<file path="config.mk">
export PLATFORM = sky130hd
export DESIGN_NAME = sort_host_ctrl_flat
export DESIGN_NICKNAME = d
export VERILOG_FILES = /design/src/rtl/sort_host_if.sv /design/src/rtl/sort_host_ctrl.sv /design/src/flat_wrapper.sv
export SDC_FILE = /design/constraint.sdc
export NUM_CORES = 1
export LEC_CHECK = 0
export CORE_MARGIN = 1
export CORE_UTILIZATION = 40
export DETAILED_ROUTE_END_ITERATION = 16
export SYNTH_ARGS = -nofsm -noshare
export SYNTH_HDL_FRONTEND = slang
export SYNTH_SLANG_ARGS = --single-unit
</file>
<file path="constraint.sdc">
create_clock -name clk -period 3.1 [get_ports clk]
set_input_delay 0.465 -clock clk [delete_from_list [all_inputs] [get_ports clk]]
set_output_delay 0.465 -clock clk [all_outputs]
set_load 0.005 [all_outputs]
</file>
<file path="src/rtl/sort_host_if.sv">
// Stream and sorter-side signal bundle for sort_host_ctrl.
// master = the host controller; slave = producer/consumer/sorter side.
interface sort_host_if #(
  parameter int N = 8,
  parameter int L = 4
);
  logic         in_valid;
  logic         in_ready;
  logic [N-1:0] in_data;
  logic         out_valid;
  logic         out_ready;
  logic [N-1:0] out_data;
  logic         busy;
  logic         timeout_err;
  logic         s_WrInit;
  logic         s_Rd;
  logic [L-1:0] s_RAddr;
  logic [N-1:0] s_DataIn;
  logic         s_start;
  logic [N-1:0] s_DataOut;
  logic         s_done;

  modport master (
    input  in_valid, in_data, out_ready, s_DataOut, s_done,
    output in_ready, out_valid, out_data, busy, timeout_err,
           s_WrInit, s_Rd, s_RAddr, s_DataIn, s_start
  );

  modport slave (
    output in_valid, in_data, out_ready, s_DataOut, s_done,
    input  in_ready, out_valid, out_data, busy, timeout_err,
           s_WrInit, s_Rd, s_RAddr, s_DataIn, s_start
  );
endinterface

</file>
<file path="src/rtl/sort_host_ctrl.sv">
// Host controller for sorting_top: loads DEPTH words, runs the sort,
// then streams the sorted RAM contents back out.
module sort_host_ctrl #(
  parameter int N       = 8,
  parameter int L       = 4,
  parameter int DEPTH   = 8,
  parameter int TIMEOUT = 1024
) (
  input  logic        clk,
  input  logic        rst,
  sort_host_if.master bus
);

  typedef enum logic [2:0] {
    S_LOAD,
    S_SETTLE,
    S_WAIT,
    S_RD_ISSUE,
    S_RD_CAPT,
    S_OUT_WAIT
  } state_t;

  localparam logic [L-1:0] LAST_IDX = L'(DEPTH - 1);
  localparam logic [31:0]  TMO_LAST = 32'(TIMEOUT - 1);

  state_t       state_q;
  logic [L-1:0] idx_q;
  logic [31:0]  timer_q;
  logic         wr_q;
  logic         rd_q;
  logic         start_q;
  logic [L-1:0] raddr_q;
  logic [N-1:0] din_q;
  logic         ovalid_q;
  logic [N-1:0] odata_q;
  logic         terr_q;

  // Sorter strobes are set on the transition into the state that owns them,
  // so each one is a clean registered level for exactly that state.
  always_ff @(posedge clk or posedge rst) begin
    if (rst) begin
      state_q  <= S_LOAD;
      idx_q    <= '0;
      timer_q  <= '0;
      wr_q     <= 1'b0;
      rd_q     <= 1'b0;
      start_q  <= 1'b0;
      raddr_q  <= '0;
      din_q    <= '0;
      ovalid_q <= 1'b0;
      odata_q  <= '0;
      terr_q   <= 1'b0;
    end else begin
      case (state_q)
        S_LOAD: begin
          if (bus.in_valid) begin
            wr_q    <= 1'b1;
            raddr_q <= idx_q;
            din_q   <= bus.in_data;
            if (idx_q == LAST_IDX) begin
              idx_q   <= '0;
              state_q <= S_SETTLE;
            end else begin
              idx_q <= idx_q + 1'b1;
            end
          end else begin
            wr_q <= 1'b0;
          end
        end
        S_SETTLE: begin
          wr_q    <= 1'b0;
          start_q <= 1'b1;
          timer_q <= '0;
          state_q <= S_WAIT;
        end
        S_WAIT: begin
          // done takes priority over an expiring timer
          if (bus.s_done) begin
            start_q <= 1'b0;
            rd_q    <= 1'b1;
            raddr_q <= idx_q;
            state_q <= S_RD_ISSUE;
          end else if (timer_q == TMO_LAST) begin
            start_q <= 1'b0;
            terr_q  <= 1'b1;
            idx_q   <= '0;
            state_q <= S_LOAD;
          end else begin
            timer_q <= timer_q + 1'b1;
          end
        end
        S_RD_ISSUE: begin
          rd_q    <= 1'b0;
          state_q <= S_RD_CAPT;
        end
        S_RD_CAPT: begin
          odata_q  <= bus.s_DataOut;
          ovalid_q <= 1'b1;
          state_q  <= S_OUT_WAIT;
        end
        S_OUT_WAIT: begin
          if (bus.out_ready) begin
            ovalid_q <= 1'b0;
            if (idx_q == LAST_IDX) begin
              idx_q   <= '0;
              state_q <= S_LOAD;
            end else begin
              idx_q   <= idx_q + 1'b1;
              rd_q    <= 1'b1;
              raddr_q <= idx_q + 1'b1;
              state_q <= S_RD_ISSUE;
            end
          end
        end
        default: state_q <= S_LOAD;
      endcase
    end
  end

  assign bus.in_ready    = (state_q == S_LOAD) && !rst;
  assign bus.busy        = !((state_q == S_LOAD) && (idx_q == '0));
  assign bus.s_WrInit    = wr_q;
  assign bus.s_Rd        = rd_q;
  assign bus.s_start     = start_q;
  assign bus.s_RAddr     = raddr_q;
  assign bus.s_DataIn    = din_q;
  assign bus.out_valid   = ovalid_q;
  assign bus.out_data    = odata_q;
  assign bus.timeout_err = terr_q;

endmodule

</file>
<file path="src/flat_wrapper.sv">
// flat-port wrapper written by rule: the top's interface ports become plain ports
module sort_host_ctrl_flat 
#(
  parameter int N       = 8,
  parameter int L       = 4,
  parameter int DEPTH   = 8,
  parameter int TIMEOUT = 1024
)
  (clk, rst, bus_in_valid, bus_in_data, bus_out_ready, bus_s_DataOut, bus_s_done, bus_in_ready, bus_out_valid, bus_out_data, bus_busy, bus_timeout_err, bus_s_WrInit, bus_s_Rd, bus_s_RAddr, bus_s_DataIn, bus_s_start);
  sort_host_if #(.N(N), .L(L)) bus_i ();
  input  logic clk;
  input  logic rst;
  input wire logic [$bits(bus_i.in_valid)-1:0] bus_in_valid;
  input wire logic [$bits(bus_i.in_data)-1:0] bus_in_data;
  input wire logic [$bits(bus_i.out_ready)-1:0] bus_out_ready;
  input wire logic [$bits(bus_i.s_DataOut)-1:0] bus_s_DataOut;
  input wire logic [$bits(bus_i.s_done)-1:0] bus_s_done;
  output wire logic [$bits(bus_i.in_ready)-1:0] bus_in_ready;
  output wire logic [$bits(bus_i.out_valid)-1:0] bus_out_valid;
  output wire logic [$bits(bus_i.out_data)-1:0] bus_out_data;
  output wire logic [$bits(bus_i.busy)-1:0] bus_busy;
  output wire logic [$bits(bus_i.timeout_err)-1:0] bus_timeout_err;
  output wire logic [$bits(bus_i.s_WrInit)-1:0] bus_s_WrInit;
  output wire logic [$bits(bus_i.s_Rd)-1:0] bus_s_Rd;
  output wire logic [$bits(bus_i.s_RAddr)-1:0] bus_s_RAddr;
  output wire logic [$bits(bus_i.s_DataIn)-1:0] bus_s_DataIn;
  output wire logic [$bits(bus_i.s_start)-1:0] bus_s_start;
  assign bus_i.in_valid = bus_in_valid;
  assign bus_i.in_data = bus_in_data;
  assign bus_i.out_ready = bus_out_ready;
  assign bus_i.s_DataOut = bus_s_DataOut;
  assign bus_i.s_done = bus_s_done;
  assign bus_in_ready = bus_i.in_ready;
  assign bus_out_valid = bus_i.out_valid;
  assign bus_out_data = bus_i.out_data;
  assign bus_busy = bus_i.busy;
  assign bus_timeout_err = bus_i.timeout_err;
  assign bus_s_WrInit = bus_i.s_WrInit;
  assign bus_s_Rd = bus_i.s_Rd;
  assign bus_s_RAddr = bus_i.s_RAddr;
  assign bus_s_DataIn = bus_i.s_DataIn;
  assign bus_s_start = bus_i.s_start;
  sort_host_ctrl #(.N(N), .L(L), .DEPTH(DEPTH), .TIMEOUT(TIMEOUT)) u_core (.clk(clk), .rst(rst), .bus(bus_i));
endmodule
</file>
* After elaboration in Yosys (flattened, before gate mapping)
Index checks and enable logic that the tools add are counted.
** Word-level totals
- Flip-flop bits (word level) :: 64
- Bits of input ports :: 21
- Output and inout bits :: 27
- Logic and storage cells :: 82
** Cells by class
- Add/subtract/negate cells :: 2
- Eq/ne operators :: 16
- Mux-type cells :: 32
- Bitwise logic cells :: 1
- Reduce and logical (&&, ||, !) cells :: 20
** Operators by type and width (number)
- 2-to-1 mux 32 bit :: 2
- case mux 32 bit (2 select lines) :: 1
- 2-to-1 mux 4 bit :: 9
- adder 32 x 1 -> 32 bit (second input constant) :: 1
- equality test 32 x 10 -> 1 bit (second input constant) :: 1
- case mux 4 bit (3 select lines) :: 2
- case mux 3 bit (6 select lines) :: 1
- 2-to-1 mux 3 bit :: 5
- inequality test 2 bit (second input constant) :: 6
- AND reduction 5 bit :: 2
- AND reduction 4 bit :: 2
- 2-to-1 mux 1 bit :: 7
- equality test 3 x 2 -> 1 bit (second input constant) :: 2
- equality test 3 bit (second input constant) :: 2
- case mux 1 bit (2 select lines) :: 3
- AND reduction 2 bit :: 3
- AND reduction 3 bit :: 2
- nonzero test 2 bit :: 3
- nonzero test 3 bit :: 2
- adder 4 x 1 -> 4 bit (second input constant) :: 1
- equality test 4 x 3 -> 1 bit (second input constant) :: 1
- zero test 4 bit :: 1
- inequality test 2 x 1 -> 1 bit (second input constant) :: 2
- equality test 3 x 1 -> 1 bit (second input constant) :: 1
- other kinds (7) :: 9

* Longest topological paths before layout
Gate-level depths: netlist of the first run.
- Depth after elaboration :: 4
- Gate-level depth with buffers :: 7
- Depth with buffers taken out :: 6

* Worst setup path after synthesis of the first run
No wires, ideal clock.
- Kind :: reg-to-reg
- Start :: register u_core.timer_q[17]
- End :: register u_core.idx_q[3]
- Setup time :: 0.126 ns
- Arrival :: 2.295 ns
- Data required time :: 2.974 ns
- Slack :: 0.679 ns
- Stages on the path, launching flop included :: 6
- Path buffers :: 0
- Clock period less this slack :: 2.421 ns
- Cells stage by stage :: dfrtp_1 -> or4_1 -> or4_4 -> or3_4 -> o21a_4 -> a221o_1
** Between the ends
- Word-level cells in the longest chain between the ends :: 3
** Ends and longest elaborated chain
- start: declaration :: line sort_host_ctrl.sv:28 : logic [31:0] timer_q;
- start signal: assignment :: line sort_host_ctrl.sv:89 : timer_q <= timer_q + 1'b1;
- equality test 32 x 10 -> 1 bit :: line sort_host_ctrl.sv:83 : end else if (timer_q == TMO_LAST) begin
- inequality test 2 x 1 -> 1 bit (no line)
- AND reduction 5 bit (no line)
- end signal: assignment :: line sort_host_ctrl.sv:64 : idx_q <= idx_q + 1'b1;
- end signal: assignment :: line sort_host_ctrl.sv:108 : idx_q <= idx_q + 1'b1;
- end: declaration :: line sort_host_ctrl.sv:27 : logic [L-1:0] idx_q;
Every way passes these cells.
A chain may end at the register's enable or synchronous reset.

* Worst setup path in the final report of the first run
Same ends and word-level chain as after synthesis.

==> results of run 1 <==
==> synth_stat cells, types with 7 or more instances <==
| cell | count |
|---|---|
| a21oi_1 | 12 |
| nor2_1 | 31 |
| nand2_1 | 21 |
| nor3_1 | 7 |
| or4_1 | 7 |
| xnor2_1 | 7 |
| nand4_1 | 14 |
| clkbuf_1 | 11 |
| dfrtp_1 | 64 |
| nand3_1 | 15 |
| o31ai_1 | 7 |
| o21ai_0 | 9 |
| nor4_1 | 10 |
| mux2_2 | 22 |
| inv_1 | 7 |
| xor2_1 | 11 |
==> critical path, stage by stage, from the launching register on <==
cell     delay, ns
dfrtp_1       0.42
or4_1         0.54
or4_4         0.52
or3_4         0.38
o21a_4        0.22
a221o_1       0.33
==> metrics by stage <==
stage	area (um2)	cells	total power, W
floorplan	3220	314	0.00189
global placement	3850	460	0.00241
detailed placement	3850	460	0.00242
CTS	4050	476	0.00318
global route	4050	476	0.00335
finish	4050	476	0.00315
==> state kept, by name (all words and copies together) (netlist names) <==
name / cells
u_core.bus.out_valid: 1
u_core.timer_q: 32
u_core.bus.s_RAddr: 4
u_core.state_q: 3
u_core.bus.s_DataIn: 8
u_core.bus.s_Rd: 1
u_core.bus.s_start: 1
u_core.bus.s_WrInit: 1
u_core.bus.out_data: 8
u_core.idx_q: 4
u_core.bus.timeout_err: 1
==> cells by family after synthesis <==
| kind of cell | share of synthesized area [%] |
|---|---|
| AO/OA/AOI/OAI | 11.5 |
| buffers and inverters | 2.21 |
| flip-flops | 49.7 |
| multiplexers | 8.31 |
| XOR/XNOR | 4.89 |
| adder cells (fa/ha/maj) | 1.17 |
| AND/OR/NAND/NOR | 22.2 |
==> placed cells by master (no fill, tap or decap), types with 2 or more instances in the layout <==
master,netlist,layout
o21ai_0,9,9
xor2_1,11,11
or3_1,3,3
nor4_1,10,10
or4_1,7,7
nor2b_1,2,2
a21o_2,3,3
and3_1,2,2
buf_4,0,8
clkbuf_1,11,2
clkdlybuf4s50_1,0,47
ha_1,3,3
nand4_1,14,14
nand2_1,21,21
nor3_1,7,7
a21o_1,2,2
o22ai_1,3,3
nor2_1,31,31
nor3b_1,2,2
inv_1,7,6
clkbuf_8,0,11
mux2_2,22,22
and2_1,4,4
xnor2_1,7,7
dfrtp_1,64,64
nand2b_1,3,3
o311ai_0,2,2
o31ai_1,7,7
mux2i_1,2,2
a21oi_1,12,12
clkinv_2,0,2
o211ai_1,4,4
nand3_1,15,15
==> power by group <==
| group | leakage, nW | switching [W] | internal (W) |
|---|---|---|---|
| clock network | 0.103 | 0.000325 | 0.000414 |
| logic | 0.733 | 0.000490 | 0.000688 |
| registers | 0.828 | 0.000185 | 0.00105 |
==> worst max path at each step <==
stage	to	slack (ns)
after floorplan	u_core.idx_q[3]	0.68
after global placement	u_core.timer_q[26]	0.45
after detailed placement	u_core.timer_q[26]	0.33
after CTS	u_core.idx_q[3]	0.58
after global routing	u_core.idx_q[3]	0.50
final	u_core.idx_q[3]	0.57
==> final cells by class <==
cell class	instances	area, um2	area share, %
clock buffers	13	159	3.92
clock inverters	3	40.0	0.988
inverters	7	26.3	0.648
multi-input cells	231	1550	38.2
flip-flops and latches	64	1600	39.5
well taps	102	128	3.15
repair buffers	56	551	13.6
==> layer usage <==
layer / track usage [%] / vias up / share of wire, %
li1: - / 1267 / -
met2: 26.5 / 60 / 42
met3: 6.55 / 7 / 6.6
met4: 4.43 / 0 / 0.73
met5: 0 / - / 0
met1: 27.8 / 1274 / 50
==> impl_metrics.csv, run 1 <==
group,metric,value,unit
pwr,vdd_drop_max,0.507,mV
timing,tightest_slew,0.731,ns
synthesis,synth_ff_type,"dfrtp_1",
cells_and_area,utilization,52.2,%
die,rows,32,
synthesis,synth_area_leaders,"dfrtp_1, mux2_2, nor2_1, xor2_1, nand4_1",
global_route,grt_pass1_vias,2500,
setup_path,worst-path-max-fanout,6,
pwr,cellLeakagePower,1.66,nW
timing,fin_setup_tns,0,ns
synthesis,synthCells,314,
synthesis,ys_async_sr_fraction,100,%
clocking,ctsHtreeMaxLevel,3,
timing,hold_violations,0,
cells_and_area,fin_nets,393,
hold_path,hold-path-endpoint,"u_core.bus.timeout_err",
route,wl,7290,um
synthesis,syn_avg_cell_area,10.3,um2
cells_and_area,n_antenna_cell,0,
synthesis,syn-num-nets,338,
clocking,clkSlewWorstSetupHoldPaths,0.07,ns
synthesis,synth_top_cell_by_area,"dfrtp_1",
clocking,cts_hold_buf,0,
cells_and_area,num-fill-cells,705,
pwr,pwr_density_cell,777,mW/mm2
placement,post-place-ws,0.329,ns
hold_path,whs_path_depth,1,
clocking,cts_inserted_buffers,9,
hold_path,holdCritPathClass,"reg2reg",
die,start_util,41.5,%
setup_path,r2r_end,"u_core.idx_q[3]",
timing,whs,0.469,ns
die,dieArea,0.00842,mm2
die,pin_count,48,
timing,period_needed,2.53,ns
global_route,grt_overflow_total,0,
route,vias,2608,
clocking,clkLatencyLatePin,0.34,ns
status,status,"completed",
timing,fin_skew,0.00666,ns
route,vias_per_cell,5.48,
cells_and_area,drive_gt1_share,15.5,%
clocking,clock-sinks,64,
global_route,grt_max_degree,46,
timing,rsz0062_at_grt,"false",
run,drv_cap,0,
global_route,grt_pass1_wl,12600,um
setup_path,crit_required,3.33,ns
timing,setup_viol,0,
placement,port_buffers,47,
clocking,postCtsResizedCells,0,
timing,fin_ws,0.575,ns
synthesis,synth_warnings,0,
synthesis,syn-cell-area,0.00322,mm2
hold_path,min_from,"u_core.bus.timeout_err",
timing,fmaxAchievable,396,MHz
die,die_x,91.7,um
setup_path,crit_start,"u_core.timer_q[17]",
die,core,0.00777,mm2
clocking,cts_tree,"yes",
route,wl_per_cell,15.3,um
setup_path,crit_type,"reg2reg",
setup_path,reg2reg_slack,0.57,ns
route,drt_iter0_markers,141,
setup_path,r2r_start,"u_core.timer_q[17]",
synthesis,yosysTopAreaCellShare,49.7,%
synthesis,synth-edff-count,0,
setup_path,arrival,2.75,ns
setup_path,critPathCaptureType,"register",
route,drtPass1Iterations,4,
timing,slew-limit-headroom,51.1,%
cells_and_area,area_growth,25.8,%
setup_path,start_kind,"register",
route,drc,0,
clocking,cts-root-buf,"clkbuf_8",
synthesis,ys_ff_latch,64,
timing,slew_violations,0,
clocking,clk_path_buf_depth,2,
timing,fin_crit_sh,81.5,%
placement,hpwlAfterDp,4970,um
global_route,antenna_found_initial,0,
synthesis,yosysUniqueCellTypes,53,
route,ant_nets,0,
setup_path,r2r_cells,5,
placement,gp_congestion,0.792,
die,die_h,91.7,um
global_route,grt_usage,18.9,%
clocking,postCtsSetupBuffers,0,
synthesis,yosysSeqAreaShare,49.7,%
(Power assumes the default switching activity.)
==> inputs of run 2 (changes only) <==
==> constraint.sdc (replaced) <==
create_clock -name clk -period 2.6 [get_ports clk]
set_input_delay 0.39 -clock clk [delete_from_list [all_inputs] [get_ports clk]]
set_output_delay 0.39 -clock clk [all_outputs]
set_load 0.005 [all_outputs]
==> run 2 against run 1 <==
  * Total power up 25%
  * Die area unchanged
  * Non-clock buffer count increased by 11
  * Sequential power rose by 16%
  * Utilization rose by 1.6 points
  * Largest power group is now combinational logic
  * Global-route usage fell by 0.11 points
  * Critical path depth stayed put
==> impl_metrics.csv, run 2 (synthesis results as in run 1) <==
group,metric,value,unit
route,ant_nets,0,
setup_path,cp_slowest_cell,"or4_1",
setup_path,cpPeakStageDelay,0.52,ns
global_route,grt_pass1_wl,12400,um
die,rows,32,
cells_and_area,layout_common_cells,"dfrtp_1, clkdlybuf4s50_1, nor2_1",
setup_path,start_kind,"register",
global_route,grt_overflow_total,0,
setup_path,path_buf_inv,0,
pwr,pwr_density_cell,945,mW/mm2
run,drv_cap,0,
global_route,grt_pass1_vias,2589,
timing,period_needed,2.51,ns
timing,setup_viol,0,
clocking,clkSlewWorstSetupHoldPaths,0.08,ns
route,drc,0,
global_route,antenna_found_initial,0,
route,wl_per_cell,15.1,um
timing,fin_skew,0.00910,ns
clocking,cts-root-buf,"clkbuf_8",
clocking,postCtsSetupBuffers,0,
die,die_x,91.7,um
die,die_h,91.7,um
die,core,0.00777,mm2
die,pin_count,48,
pwr,cellLeakagePower,1.74,nW
setup_path,critPathCaptureType,"register",
setup_path,arrival,2.74,ns
setup_path,crit_required,2.83,ns
setup_path,reg2reg_slack,0.09,ns
clocking,cts_hold_buf,0,
cells_and_area,largest-register,"u_core.timer_q",
global_route,grt_max_degree,41,
pwr,vdd_drop_max,0.497,mV
cells_and_area,drive_gt1_share,18.4,%
global_route,grt_usage,18.8,%
route,drtPass1Iterations,4,
die,start_util,41.5,%
clocking,postCtsResizedCells,0,
setup_path,worst-path-max-fanout,5,
cells_and_area,final_common_cell,"dfrtp_1",
timing,slew-limit-headroom,49.7,%
timing,fin_setup_tns,0,ns
timing,fmaxAchievable,399,MHz
cells_and_area,num-fill-cells,696,
cells_and_area,area_growth,29.6,%
timing,fin_crit_sh,96.5,%
route,wl,7340,um
route,vias,2668,
hold_path,holdCritPathClass,"in2async",
setup_path,cp_cell_sequence,"or4_1 > or4_4 > or3_4 > o21a_4 > a221o_1",
die,dieArea,0.00842,mm2
clocking,clock-sinks,64,
clocking,clk_path_buf_depth,2,
clocking,cts_inserted_buffers,9,
clocking,clkLatencyLatePin,0.34,ns
route,drt_iter0_markers,127,
placement,hpwlAfterDp,5130,um
clocking,cts_tree,"yes",
placement,gp_congestion,0.794,
route,vias_per_cell,5.48,
timing,whs,0.446,ns
timing,slew_violations,0,
cells_and_area,n_antenna_cell,0,
status,status,"completed",
setup_path,cp_top_family,"simple AND/OR/NAND/NOR gates",
timing,rsz0062_at_grt,"false",
clocking,ctsHtreeMaxLevel,3,
timing,tightest_slew,0.752,ns
cells_and_area,largest_reg_flops,32,
setup_path,crit_type,"reg2reg",
timing,hold_violations,0,
cells_and_area,fin_nets,404,
placement,port_buffers,47,
==> run 2: area by class of cell <==
class	count	area, um2	share of cell area (%)
inverters	7	26.3	0.629
clock buffers	11	151	3.63
well taps	102	128	3.06
repair buffers	67	633	15.2
multi-input cells	231	1550	37.1
clock inverters	5	86.3	2.07
flip-flops and latches	64	1600	38.4
==> run 2: power by group <==
| group | switching, W | leakage [nW] | internal [W] |
|---|---|---|---|
| Clock | 0.000426 | 0.121 | 0.000601 |
| Sequential | 0.000182 | 0.828 | 0.00125 |
| Combinational | 0.000631 | 0.787 | 0.000858 |
| Total | 0.00124 | 1.74 | 0.00271 |
==> run 2: worst paths after layout <==
kind,from,end,depth (start not counted)
min in group clk,u_core.bus.timeout_err,u_core.bus.timeout_err,1
max reg2reg,u_core.timer_q[18],u_core.idx_q[3],5
min reg2reg,u_core.bus.timeout_err,u_core.bus.timeout_err,1
max,u_core.timer_q[18],u_core.idx_q[3],5
min,rst,u_core.bus.out_data[6],2
max in group asynchronous,rst,u_core.timer_q[21],3
==> run 2: metrics by stage <==
stage | total power, W | utilization, % | setup WS (ns) | area (um2) | std cells
6_report | 0.00395 | 53.8 | 0.0907 | 4180 | 487
5_1_grt | 0.00418 | 53.8 | 0.0229 | 4180 | 487
4_1_cts | 0.00398 | 53.8 | 0.0866 | 4180 | 487
3_5_place_dp | 0.00293 | 50.7 | 0.0670 | 3940 | 471
3_3_place_gp | 0.00293 | 50.7 | 0.0974 | 3940 | 471
2_1_floorplan | 0.00225 | - | 0.179 | 3220 | 314
==> run 2: per-layer routing <==
metal	routed length, um	vias to the layer above	global-route usage (%)
met5	0	-	0
met2	3260	59	28.8
li1	-	1300	-
met1	3620	1305	25.7
met3	388	4	4.89
met4	64	0	6.64
==> run 2: worst register-to-register path: stages (launching register included) <==
cell     delay [ns]
dfrtp_1        0.41
or4_1          0.52
or4_4          0.52
or3_4          0.38
o21a_4         0.22
a221o_1        0.34
==> inputs of run 3 (changes only) <==
--- a/config.mk
+++ b/config.mk
@@ -8,6 +8,9 @@
 export CORE_MARGIN = 1
 export CORE_UTILIZATION = 40
 export DETAILED_ROUTE_END_ITERATION = 16
+export GPL_ROUTABILITY_DRIVEN = 1
+export GPL_TIMING_DRIVEN = 0
+export REMOVE_ABC_BUFFERS = 1
 export SYNTH_ARGS = -nofsm -noshare
 export SYNTH_HDL_FRONTEND = slang
 export SYNTH_SLANG_ARGS = --single-unit
==> run 3 against run 2 <==
  * Register-to-register slack improved by 0.02 ns
  * Combinational power down 7%
  * Global-route usage decreased by 0.52 points
  * Critical path type unchanged
  * Critical path depth stayed put
  * Via count decreased by 2.6%
  * Final cell count down 3.5%
  * Count of clock-buffer cells in the layout up 3
  * Critical endpoint unchanged
  * Routed wire length decreased by 3.3%
  * First-iteration DRC count increased by 49%
==> impl_metrics.csv, run 3 (synthesis results as in run 1) <==
group,metric,value,unit
global_route,grt_pass1_vias,2376,
hold_path,holdCritPathClass,"reg2reg",
die,die_x,91.7,um
pwr,combPwrFrac,36.4,%
die,dieArea,0.00842,mm2
route,drc,0,
setup_path,crit_type,"reg2reg",
cells_and_area,num-fill-cells,709,
route,wl,7100,um
timing,slew_violations,0,
clocking,clock-sinks,64,
clocking,cts_inserted_buffers,9,
timing,slew-limit-headroom,40.3,%
setup_path,start_kind,"register",
cells_and_area,n_antenna_cell,0,
pwr,vdd_drop_max,0.612,mV
cells_and_area,largest_reg_flops,32,
route,drtPass1Iterations,6,
clocking,ctsHtreeMaxLevel,3,
placement,place_inst,453,
timing,fin_ws,0.113,ns
cells_and_area,design_area,0.00407,mm2
clocking,clk_path_buf_depth,2,
placement,post-place-ws,-0.435,ns
placement,port_buffers,47,
pwr,p_sw,0.00118,W
status,status,"completed",
cells_and_area,final_common_cell,"dfrtp_1",
clocking,cts_tree,"yes",
die,core,0.00777,mm2
route,vias_per_cell,5.53,
setup_path,reg2reg_slack,0.11,ns
pwr,cellLeakagePower,1.66,nW
cells_and_area,seqCellArea,0.00160,mm2
run,drv_cap,0,
timing,tightest_slew,0.894,ns
timing,fin_skew,0.00667,ns
setup_path,arrival,2.71,ns
die,rows,32,
route,drt_iter0_markers,189,
timing,hold_violations,0,
pwr,pwr_density_cell,932,mW/mm2
cells_and_area,largest-register,"u_core.timer_q",
placement,gp_congestion,0.830,
cells_and_area,utilization,52.4,%
placement,placed_area,0.00381,mm2
timing,fmaxAchievable,402,MHz
route,vias,2598,
pwr,switching_share,31.1,%
cells_and_area,fin_nets,387,
cells_and_area,drive_gt1_share,15.5,%
pwr,power_frac_clock,24.5,%
global_route,grt_max_degree,38,
clocking,cts-root-buf,"clkbuf_8",
cells_and_area,area_growth,26.3,%
cells_and_area,multi_input_area,0.00158,mm2
die,pin_count,48,
die,die_h,91.7,um
cells_and_area,layout_common_cells,"dfrtp_1, clkdlybuf4s50_1, nor2_1",
global_route,grt_usage,18.2,%
global_route,grt_overflow_total,0,
timing,period_needed,2.49,ns
setup_path,worst-path-max-fanout,5,
pwr,internal_power,0.00261,W
clocking,clkSlewWorstSetupHoldPaths,0.07,ns
timing,rsz0062_at_grt,"false",
clocking,clkLatencyLatePin,0.34,ns
setup_path,critPathCaptureType,"register",
placement,hpwlAfterDp,4920,um
cells_and_area,instances_no_fill,470,
global_route,grt_pass1_wl,12000,um
pwr,seqPwrFrac,39.1,%
timing,fin_crit_sh,95.7,%
timing,setup_viol,0,
global_route,antenna_found_initial,0,
setup_path,crit_required,2.82,ns
route,ant_nets,0,
die,start_util,41.5,%
route,wl_per_cell,15.1,um
## run 3: worst paths after layout
| check | startpoint | cells past startpoint | to |
|---|---|---|---|
| worst max-delay path | u_core.timer_q[17] | 5 | u_core.idx_q[3] |
| worst min register to register | u_core.bus.timeout_err | 1 | u_core.bus.timeout_err |
| worst min-delay path | u_core.bus.timeout_err | 1 | u_core.bus.timeout_err |
| worst max register to register | u_core.timer_q[17] | 5 | u_core.idx_q[3] |
| min in group asynchronous | rst | 2 | u_core.timer_q[22] |
| max in group asynchronous | rst | 3 | u_core.timer_q[17] |
## run 3: repair_timing
action,in CTS,in global routing
gates resized for setup,2,3
pin swaps,0,1
setup buffers,0,1
endpoints found under the setup margin,5,8
hold buffers,0,0
endpoints found under the hold margin,0,0
## run 3: stage by stage
stage / TNS [ns] / total power, W / hold slack [ns]
2_1_floorplan: 0 / 0.00221 / 0.451
3_3_place_gp: -45.10 / 0.00282 / 0.442
3_5_place_dp: -2.70 / 0.00288 / 0.448
4_1_cts: 0 / 0.00385 / 0.461
5_1_grt: 0 / 0.00404 / 0.480
6_report: 0 / 0.00379 / 0.454
## run 3: layout make-up
class                   instances  area share (%)
repair buffers                 50            12.6
well taps                     102            3.14
clock buffers                  14            4.49
clock inverters                 2           0.861
multi-input cells             231            38.9
flip-flops and latches         64            39.4
inverters                       7           0.646
## run 3: per-layer routing
layer / GRT usage, % / wire length (um)
met5: 0 / 0
met4: 6.90 / 99
met3: 5.64 / 393
met2: 25.3 / 3130
met1: 26.5 / 3480
## run 3: critical path: stages, from the launching register on
cell,delay [ns]
dfrtp_2,0.43
or4_1,0.53
or4_4,0.46
or3_4,0.38
o21a_4,0.23
a221o_1,0.34
## run 3: power by group through the flow
stage	registers (W)	logic, W	clock network (W)
detailed placement	0.00150	0.00139	0
floorplan	0.00147	0.000742	0
global placement	0.00148	0.00135	0
CTS	0.00149	0.00140	0.000961
finish	0.00148	0.00138	0.000928
global route	0.00153	0.00152	0.000990
